### src/rtl/mem_port_arbiter.sv
// Two-requester arbiter sharing one memory port between the imem and dmem stages.
// Optional round-robin tie-break when MEM_ARB_RR_EN is defined; fixed dmem priority otherwise.
module mem_port_arbiter #(
  parameter int ADDR_W = 32,
  parameter int DATA_W = 32
) (
  input  logic                clk_i,
  input  logic                rst_i,
  input  logic                imem_read_i,
  input  logic [ADDR_W-1:0]   imem_addr_i,
  output logic                imem_resp_o,
  output logic [DATA_W-1:0]   imem_rdata_o,
  input  logic                dmem_read_i,
  input  logic                dmem_write_i,
  input  logic [ADDR_W-1:0]   dmem_addr_i,
  input  logic [DATA_W-1:0]   dmem_wdata_i,
  input  logic [DATA_W/8-1:0] dmem_byte_en_i,
  output logic                dmem_resp_o,
  output logic [DATA_W-1:0]   dmem_rdata_o,
  output logic                mem_read_o,
  output logic                mem_write_o,
  output logic [ADDR_W-1:0]   mem_addr_o,
  output logic [DATA_W-1:0]   mem_wdata_o,
  output logic [DATA_W/8-1:0] mem_byte_en_o,
  input  logic                mem_resp_i,
  input  logic [DATA_W-1:0]   mem_rdata_i
);

  localparam int BE_W = DATA_W / 8;
  localparam logic [1:0] ST_IDLE    = 2'd0;
  localparam logic [1:0] ST_SERVE_I = 2'd1;
  localparam logic [1:0] ST_SERVE_D = 2'd2;
  localparam logic       LG_IMEM    = 1'b0;
  localparam logic       LG_DMEM    = 1'b1;

  logic [1:0]        state_r;
  logic [1:0]        state_nxt_s;
  logic              cmd_read_r;
  logic              cmd_write_r;
  logic [ADDR_W-1:0] cmd_addr_r;
  logic [DATA_W-1:0] cmd_wdata_r;
  logic [BE_W-1:0]   cmd_byte_en_r;
  logic              last_grant_r;
  logic              i_req_s;
  logic              d_req_s;
  logic              grant_d_s;

  assign i_req_s = imem_read_i;
  assign d_req_s = dmem_read_i | dmem_write_i;

  // Arbitration: decide whether dmem wins the port this cycle
  always_comb begin
    grant_d_s = 1'b0;
`ifdef MEM_ARB_RR_EN
    if (i_req_s && d_req_s) begin
      grant_d_s = (last_grant_r == LG_IMEM);
    end else begin
      grant_d_s = d_req_s;
    end
`else
    grant_d_s = d_req_s;
`endif
  end

  // State register
  always_ff @(posedge clk_i or negedge rst_i) begin
    if (!rst_i) begin
      state_r <= ST_IDLE;
    end else begin
      state_r <= state_nxt_s;
    end
  end

  // Next-state logic
  always_comb begin
    state_nxt_s = state_r;
    case (state_r)
      ST_IDLE: begin
        if (grant_d_s) begin
          state_nxt_s = ST_SERVE_D;
        end else if (i_req_s) begin
          state_nxt_s = ST_SERVE_I;
        end else begin
          state_nxt_s = ST_IDLE;
        end
      end
      ST_SERVE_I, ST_SERVE_D: begin
        if (mem_resp_i) begin
          state_nxt_s = ST_IDLE;
        end else begin
          state_nxt_s = state_r;
        end
      end
      default: state_nxt_s = ST_IDLE;
    endcase
  end

  // Command registers: loaded on grant, cleared on completion so the strobes drop next cycle
  always_ff @(posedge clk_i or negedge rst_i) begin
    if (!rst_i) begin
      cmd_read_r    <= 1'b0;
      cmd_write_r   <= 1'b0;
      cmd_addr_r    <= {ADDR_W{1'b0}};
      cmd_wdata_r   <= {DATA_W{1'b0}};
      cmd_byte_en_r <= {BE_W{1'b0}};
    end else if (state_r == ST_IDLE) begin
      if (grant_d_s) begin
        // A simultaneous read+write is illegal; it is served as a write
        cmd_read_r    <= dmem_read_i & ~dmem_write_i;
        cmd_write_r   <= dmem_write_i;
        cmd_addr_r    <= dmem_addr_i;
        cmd_wdata_r   <= dmem_wdata_i;
        cmd_byte_en_r <= dmem_byte_en_i;
      end else if (i_req_s) begin
        cmd_read_r    <= 1'b1;
        cmd_write_r   <= 1'b0;
        cmd_addr_r    <= imem_addr_i;
        cmd_wdata_r   <= {DATA_W{1'b0}};
        cmd_byte_en_r <= {BE_W{1'b1}};
      end else begin
        cmd_read_r    <= 1'b0;
        cmd_write_r   <= 1'b0;
        cmd_addr_r    <= {ADDR_W{1'b0}};
        cmd_wdata_r   <= {DATA_W{1'b0}};
        cmd_byte_en_r <= {BE_W{1'b0}};
      end
    end else if (mem_resp_i) begin
      cmd_read_r    <= 1'b0;
      cmd_write_r   <= 1'b0;
      cmd_addr_r    <= {ADDR_W{1'b0}};
      cmd_wdata_r   <= {DATA_W{1'b0}};
      cmd_byte_en_r <= {BE_W{1'b0}};
    end
  end

  // Last-grant tracker, updated on every grant
  always_ff @(posedge clk_i or negedge rst_i) begin
    if (!rst_i) begin
      last_grant_r <= LG_DMEM;
    end else if ((state_r == ST_IDLE) && grant_d_s) begin
      last_grant_r <= LG_DMEM;
    end else if ((state_r == ST_IDLE) && i_req_s) begin
      last_grant_r <= LG_IMEM;
    end
  end

  assign mem_read_o    = cmd_read_r;
  assign mem_write_o   = cmd_write_r;
  assign mem_addr_o    = cmd_addr_r;
  assign mem_wdata_o   = cmd_wdata_r;
  assign mem_byte_en_o = cmd_byte_en_r;

  // Response routing: only the requester being served sees the completion
  always_comb begin
    imem_resp_o  = 1'b0;
    imem_rdata_o = {DATA_W{1'b0}};
    dmem_resp_o  = 1'b0;
    dmem_rdata_o = {DATA_W{1'b0}};
    case (state_r)
      ST_SERVE_I: begin
        if (mem_resp_i) begin
          imem_resp_o  = 1'b1;
          imem_rdata_o = mem_rdata_i;
        end else begin
          imem_resp_o  = 1'b0;
          imem_rdata_o = {DATA_W{1'b0}};
        end
      end
      ST_SERVE_D: begin
        if (mem_resp_i) begin
          dmem_resp_o  = 1'b1;
          dmem_rdata_o = mem_rdata_i;
        end else begin
          dmem_resp_o  = 1'b0;
          dmem_rdata_o = {DATA_W{1'b0}};
        end
      end
      default: begin
        imem_resp_o  = 1'b0;
        dmem_resp_o  = 1'b0;
      end
    endcase
  end

  mem_port_arbiter_chk u_chk (
    .clk_i        (clk_i),
    .rst_i        (rst_i),
    .dmem_read_i  (dmem_read_i),
    .dmem_write_i (dmem_write_i),
    .state_i      (state_r),
    .last_grant_i (last_grant_r),
    .mem_read_i   (cmd_read_r),
    .mem_write_i  (cmd_write_r)
  );

endmodule

// Simulation-time checks on arbiter inputs and internal consistency.
module mem_port_arbiter_chk (
  input logic       clk_i,
  input logic       rst_i,
  input logic       dmem_read_i,
  input logic       dmem_write_i,
  input logic [1:0] state_i,
  input logic       last_grant_i,
  input logic       mem_read_i,
  input logic       mem_write_i
);

  a_dmem_rw_excl: assert property (@(posedge clk_i) disable iff (!rst_i)
    !(dmem_read_i && dmem_write_i))
    else $error("dmem_read_i and dmem_write_i asserted together");

  a_idle_no_strobe: assert property (@(posedge clk_i) disable iff (!rst_i)
    (state_i == 2'd0) |-> !(mem_read_i || mem_write_i))
    else $error("memory strobe active while idle");

  a_last_grant_d: assert property (@(posedge clk_i) disable iff (!rst_i)
    (state_i == 2'd2) |-> (last_grant_i == 1'b1))
    else $error("last_grant disagrees with dmem service");

  a_last_grant_i: assert property (@(posedge clk_i) disable iff (!rst_i)
    (state_i == 2'd1) |-> (last_grant_i == 1'b0))
    else $error("last_grant disagrees with imem service");

endmodule

### config.mk
export PLATFORM = sky130hd
export DESIGN_NAME = mem_port_arbiter
export DESIGN_NICKNAME = d
export VERILOG_FILES = /design/src/rtl/mem_port_arbiter.sv
export SDC_FILE = /design/constraint.sdc
export NUM_CORES = 1
export LEC_CHECK = 0
export CORE_ASPECT_RATIO = 0.8
export CORE_MARGIN = 3
export CORE_UTILIZATION = 37
export DETAILED_ROUTE_END_ITERATION = 8
export HOLD_SLACK_MARGIN = 0.1
export PLACE_DENSITY_LB_ADDON = 0.3
export REMOVE_ABC_BUFFERS = 1
export SLEW_MARGIN = 20
export SYNTH_ARGS = -nofsm -noshare
export SYNTH_HDL_FRONTEND = slang
export SYNTH_HIERARCHICAL = 1
export SYNTH_SLANG_ARGS = --single-unit
### constraint.sdc
create_clock -name clk_i -period 3.8 [get_ports clk_i]
set_input_delay 0.57 -clock clk_i [delete_from_list [all_inputs] [get_ports clk_i]]
set_output_delay 0.57 -clock clk_i [all_outputs]
set_load 0.05 [all_outputs]
# ---- Yosys cells after proc, flatten, opt, wreduce, memory -nomap -nowiden
# Index checks and enable logic that the tools add are counted.
dict set report op_classes {
  n_addsub 0
  mul 0
  div 0
  n_lt_le_gt_ge 0
  eq_ne 3
  n_shift 0
  n_mux 26
  bitwise 3
  reduce_logical 3
}
# operator n
set op_table {}
lappend op_table {{$mux W32} 9}
lappend op_table {{$mux W4} 4}
lappend op_table {{$mux W1} 10}
lappend op_table {{$mux W2} 2}
lappend op_table {{$pmux W2 S2} 1}
lappend op_table {{$eq A2 B1 Y1 const B} 1}
lappend op_table {{$eq A2 B2 Y1 const B} 1}
lappend op_table {{$logic_not A2 Y1} 1}
lappend op_table {{$ne A2 B2 Y1 const B} 1}
lappend op_table {{$reduce_bool A2 Y1} 1}
lappend op_table {{$reduce_or A2 Y1} 1}
lappend op_table {{$and A1 B1 Y1} 1}
lappend op_table {{$not A1 Y1} 1}
lappend op_table {{$or A1 B1 Y1} 1}
dict set report word_totals {
  register_bits 72
  latchBits 0
  ram_bits 0
  rom_bits 0
  input_bits 138
  out_inout_bits 136
  memories 0
}

# ---- Longest topological paths before layout
# Gate-level depths: netlist of the first run.
dict set report logic_depth {
  ltp_word 4
  depth_mapped 6
}

# ---- Worst setup path after synthesis of the first run
# Ideal clock, no wire load.
dict set report synth_path {
  path_type {input to output}
  from {input port mem_resp_i}
  to {output port dmem_rdata_o[0]}
  arrival_ns 1.461
  t_required_ns 3.230
  path_slack_ns 1.769
  path_stages 3
  path_buffers 2
  path_cell_list {clkbuf_1 -> clkbuf_1 -> and3_1}
}
dict set report synth_between {
  elab_chain_len 2
}
# item line_no
set synth_rtl {}
lappend synth_rtl {{start: declaration} 25} ;# input logic mem_resp_i,
lappend synth_rtl {{$mux W32} 170} ;# if (mem_resp_i) begin
lappend synth_rtl {{$mux W32} 159} ;# case (state_r)
lappend synth_rtl {{end: declaration} 19} ;# output logic [DATA_W-1:0] dmem_rdata_o,
# No other way between the ends.

# ---- Final worst setup path of the first run
dict set report layout_path {
  from {register state_r[0]}
  to {output port dmem_rdata_o[29]}
}
dict set report layout_between {
  elab_chain_len 2
}
# item line_no
set layout_rtl {}
lappend layout_rtl {{start: declaration} 36} ;# logic [1:0] state_r;
lappend layout_rtl {{start signal: assignment} 70} ;# state_r <= state_nxt_s;
lappend layout_rtl {{$eq A2 B2 Y1} 159}
lappend layout_rtl {{$mux W32} 159}
# No other way between the ends.

==> flow_metrics.tcl, run 1 <==
set metrics [dict create \
    outcome "finished clean" \
    grt_antenna_before_repair 0 \
    ys_seq_elements 72 \
    nets 769 \
    cts-resized-gates 0 \
    fill_cells 728 \
    ys_types 22 \
    ant_nets 0 \
    power_mw 4.97 \
    min_path_type "in2async" \
    cp_top_family "adder cells" \
    numCtsBuffers 9 \
    clock_latency_ns 0.32 \
    endpoint_kind "output port" \
    cp_max_fo 32 \
    initial_core_util_pct 39.1 \
    drc_errors 0 \
    clock_path_buffers 2 \
    crit_type "reg2out" \
    yosys_warnings 6 \
    core_area_sq_um 9310 \
    grt_pass1_vias 3976 \
    post_dp_cell_area_sq_um 6220 \
    multi_input_area_sq_um 1640 \
    diodes 0 \
    cts_tree "yes" \
    min_period_ns 2.74 \
    power_leakage_nw 3.09 \
    ir_drop_uv 346 \
    critPathRequiredTime_ns 3.23 \
    finalHoldViolations 0 \
    avgRoutedWirePerCell_um 19.1 \
    post_cts_buffers 0 \
    syn_inst 376 \
    place_hpwl_um 10600 \
    slew_headroom_pct 34.0 \
    grt_use_total_pct 24.5 \
    grt_first_pass_wirelength_um 21300 \
    max_stage_delay_ns 0.83 \
    place.gp.congestion 0.808 \
    dieArea_sq_um 11100 \
    grt_max_degree 73 \
    cts-root-buf "clkbuf_16" \
    powerDensity_nw_per_um2 754 \
    rsz0062_at_grt "false" \
    cp.arrival_ns 2.17 \
    routed_wl_um 14200 \
    syn_avg_cell_area_sq_um 9.68 \
    dpl.cell_count 730 \
    die_y_um 94.7 \
    num_rows 31 \
    num_vias 3995 \
    vias_per_cell 5.36 \
    area_growth_pct 81.0 \
    fin_area_sq_um 6590 \
    postLayoutCoreUtil_pct 70.8 \
    finalSetupViolations 0 \
    io_buffers 273 \
    final_max_slew_viol_count 0 \
    die_w_um 117 \
    seq_area_frac_synth_pct 49.5 \
    tns_ns 0 \
    finClkSkew_ns 0.00483 \
    holdBufCountCts 0 \
    cts_sinks 72 \
    ctsHtreeMaxLevel 3 \
    start_kind "flip-flop" \
    syn-cell-area_sq_um 3640 \
    drive_above_1_share_pct 15.1 \
    grt-ovfl-total 0 \
    critical_path_buf_inv_count 2 \
    crit_slowest_cell "ha_1" \
    cts.clk_slew.worst_paths_ns 0.06 \
    first_iter_violations 220 \
    layout_worst_path_cycle_share_pct 72.2 \
    tightest_slew_ns 0.990 \
    max_freq_ghz 0.365 \
    first_pass_iters 5 \
    crit_chain "inv_1 > ha_1 > and3_1 > buf_4" \
    reg2reg_from "state_r[0]" \
    max-cap-violations 0 \
    io_pins 274 \
    layoutNonFillerInstCount 745 \
    critPathLaunch "state_r[0]" \
    seq_area_sq_um 1800 \
]
[where the power goes]
part	switching [mW]	total (mW)	internal [mW]
combinational	1.84	2.73	0.895
clock	0.309	1.03	0.723
sequential	0.155	1.20	1.05
[area by class of cell]
type / instances / share of cell area, %
inverters: 2 / 0.114
multi-input cells: 260 / 24.9
repair buffers: 281 / 39.8
clock buffers: 10 / 3.63
well taps: 115 / 2.18
clock inverters: 5 / 1.96
flip-flops and latches: 72 / 27.3
[per-stage QoR]
stage / hold slack (ns) / setup WS (ns)
2_1_floorplan: 0.274 / 0.422
3_3_place_gp: 0.460 / 1.36
3_5_place_dp: 0.470 / 1.34
4_1_cts: 0.423 / 1.10
5_1_grt: 0.461 / 0.968
6_report: 0.380 / 1.06
[kinds of logic (layout without fill, tap and decap cells)]
group	Yosys count	count (layout)	share of synthesized area [%]
buffers and inverters	44	298	5.77
and+or+nand+nor	113	113	16.7
adders and majority gates	5	5	1.72
AOI/OAI and AO/OA	142	142	26.3
DFF	72	72	49.5
[flip-flops by register name, indices dropped and copies added, names as in the netlist]
register and flops:
mem_addr_o 32, mem_byte_en_o 4, mem_read_o 1, mem_wdata_o 32, mem_write_o 1, state_r 2
[cells in the mapped netlist]
library cell,number,area share (%)
dfrtp_1,72,49
and3_1,64,11
nand2_1,39,4.0
o21ai_0,39,5.4
a22o_1,34,8.2
a31oi_1,32,5.5
o21a_1,32,6.6
clkbuf_1,31,3.2
buf_6,5,1.5
ha_1,5,1.7
a21oi_1,4,0.55
buf_2,3,0.41
nor2_1,3,0.31
and2_1,2,0.34
buf_1,2,0.21
inv_1,2,0.21
nor2b_1,2,0.34
and2_4,1,0.24
buf_4,1,0.21
nor3b_1,1,0.21
o21ai_1,1,0.14
or2_4,1,0.24
[metal layers]
metal / vias to the layer above / global-route usage [%] / part of all wire (%)
met5: - / 0 / 0
met4: 0 / 5.54 / 1.4
met3: 17 / 9.16 / 9.3
met2: 187 / 41.1 / 49
met1: 1922 / 30.2 / 40
li1: 1869 / - / -
[cell usage in the layout (no fill, tap or decap), types with 2 or more instances in the layout]
cell type and instances:
clkdlybuf4s50_1 206, buf_4 75, dfrtp_1 72, and3_1 64
nand2_1 39, o21ai_0 39, a22o_1 34, o21a_1 32
a31oi_1 32, clkbuf_16 9, ha_1 5, a21oi_1 4
bufinv_16 4, inv_1 2, and2_1 2, nor2b_1 2
[worst register-to-register path: stages, from the launching register on]
cell     delay [ns]
dfrtp_1        0.38
inv_1          0.10
ha_1           0.30
nor2_4         0.48
buf_4          0.40
a22o_1         0.22
[final timing paths]
path	slack (ns)	to	cells past startpoint
setup / recovery	1.06	dmem_rdata_o[29]	4
hold / removal	0.38	mem_addr_o[10]	1
setup reg to reg	1.85	mem_wdata_o[23]	5
hold reg to reg	0.47	mem_addr_o[27]	2
max in group asynchronous	2.79	mem_wdata_o[19]	1
min in group clk_i	0.47	mem_addr_o[27]	2
Note: power is estimated with default switching activity, not from simulation.
==> run 2, diff against run 1 <==
- CORE_UTILIZATION: 37 -> 34
- clock period: 3.8 -> 2.69 ns (I/O delays scaled with it)
==> flow_metrics.tcl, run 2 (synthesis results as in run 1) <==
set metrics [dict create \
    place_hpwl_um 10600 \
    max-cap-violations 0 \
    finalHoldViolations 0 \
    io_buffers 273 \
    vias_per_cell 5.05 \
    rsz0062_at_grt "false" \
    num_rows 33 \
    layout_common_cells "clkdlybuf4s50_1, dfrtp_1, buf_12" \
    min_period_ns 2.18 \
    grt_use_total_pct 23.1 \
    initial_core_util_pct 35.1 \
    crit-reg2reg-capture "mem_wdata_o[6]" \
    cts.clk_slew.worst_paths_ns 0.06 \
    drive_above_1_share_pct 15.0 \
    ir_drop_uv 551 \
    seqPwrFrac_pct 24.6 \
    place.gp.congestion 0.840 \
    max_freq_ghz 0.459 \
    slew_headroom_pct 40.1 \
    crit_type "in2out" \
    avgRoutedWirePerCell_um 18.1 \
    first_iter_violations 267 \
    numCtsBuffers 9 \
    grt-ovfl-total 0 \
    clkPwrFrac_pct 15.3 \
    layout_worst_path_cycle_share_pct 81.0 \
    nets 771 \
    grt_pass1_vias 3864 \
    p_comb_share_pct 60.0 \
    clock_path_buffers 2 \
    finalSetupViolations 0 \
    tightest_slew_ns 0.898 \
    routed_wl_um 14000 \
    cp_max_fo 69 \
    cts-resized-gates 0 \
    num_vias 3903 \
    outcome "finished clean" \
    switching_share_pct 47.4 \
    final_common_cell "clkdlybuf4s50_1" \
    netSwitchingPower_mw 3.27 \
    cts-root-buf "clkbuf_16" \
    cp.arrival_ns 1.78 \
    post-place-ws_ns 0.517 \
    critPathRequiredTime_ns 2.29 \
    postLayoutCoreUtil_pct 71.3 \
    reg2reg_from "state_r[0]" \
    power_mw 6.89 \
    timing.final.ws_setup_ns 0.510 \
    ant_nets 0 \
    core_area_sq_um 10400 \
    grt_antenna_before_repair 0 \
    drc_errors 0 \
    rrSetupSlack_ns 0.90 \
    grt_first_pass_wirelength_um 21700 \
    post_cts_buffers 0 \
    clock_latency_ns 0.32 \
    dieArea_sq_um 12000 \
    die_y_um 98.6 \
    holdBufCountCts 0 \
    reg2reg_depth 5 \
    finClkSkew_ns 0.00788 \
    min_path_type "in2async" \
    ctsHtreeMaxLevel 3 \
    cts_tree "yes" \
    area_growth_pct 103 \
    powerDensity_nw_per_um2 933 \
    diodes 0 \
    start_kind "primary input" \
    final_max_slew_viol_count 0 \
    power_leakage_nw 3.25 \
    grt_max_degree 73 \
    endpoint_kind "output port" \
    io_pins 274 \
    internal-power_mw 3.63 \
    die_w_um 122 \
    cts_sinks 72 \
    first_pass_iters 4 \
]
-- run 2: cell types whose count changed in the layout (fill, tap and decap cells not counted), sizes merged --
cell | previous run | this run
buf | 75 | 77
bufinv | 4 | 0
clkbuf | 10 | 13
clkinv | 1 | 2
clkinvlp | 0 | 1
-- run 2: area by class of cell --
| cell class | instances | area (sq um) |
|---|---|---|
| clock buffer | 13 | 250 |
| clock inverter | 3 | 17.5 |
| fill | 785 | 2980 |
| inverter | 2 | 7.51 |
| multi-input combinational | 260 | 1640 |
| sequential | 72 | 1800 |
| tap | 140 | 175 |
| timing repair buffer | 283 | 3490 |
-- run 2: per-stage QoR --
stage                     cell area [sq um]  hold WS [ns]  TNS [ns]  instances
after floorplan                        3440         0.108    -37.23        334
after global placement                 7120         0.459         0        757
after detailed placement               7120         0.469         0        757
after CTS                              7390         0.236         0        773
after global routing                   7390         0.276         0        773
final                                  7390         0.211         0        773
-- run 2: worst max-delay path by stage --
stage                from                to  depth (start not counted)
6_report       mem_resp_i   dmem_rdata_o[5]                          4
5_1_grt        mem_resp_i  dmem_rdata_o[12]                          4
4_1_cts        mem_resp_i  dmem_rdata_o[12]                          4
3_5_place_dp   mem_resp_i  dmem_rdata_o[12]                          4
3_3_place_gp   mem_resp_i  dmem_rdata_o[12]                          4
2_1_floorplan  state_r[0]        mem_read_o                          4
-- run 2: worst max-delay path, stage by stage --
cell	delay (ns)
clkdlybuf4s50_1	0.46
buf_4	0.43
and3_1	0.31
buf_12	0.15
-- run 2: power groups by stage --
stage                     Sequential, mW  Combinational, mW  Clock (mW)
after floorplan                     3.06              0.973           0
after global placement              1.69               4.11           0
after detailed placement            1.71               4.16           0
after CTS                           1.70               4.17        1.09
after global routing                1.75               4.32        1.14
final                               1.70               4.14        1.06
-- run 2: layer usage --
layer / vias to the layer above / GRT usage [%] / wire length [um]
met2: 148 / 39.4 / 7080
met1: 1866 / 28.4 / 5770
li1: 1877 / - / -
met4: 0 / 6.20 / 199
met5: - / 0 / 0
met3: 12 / 7.11 / 944
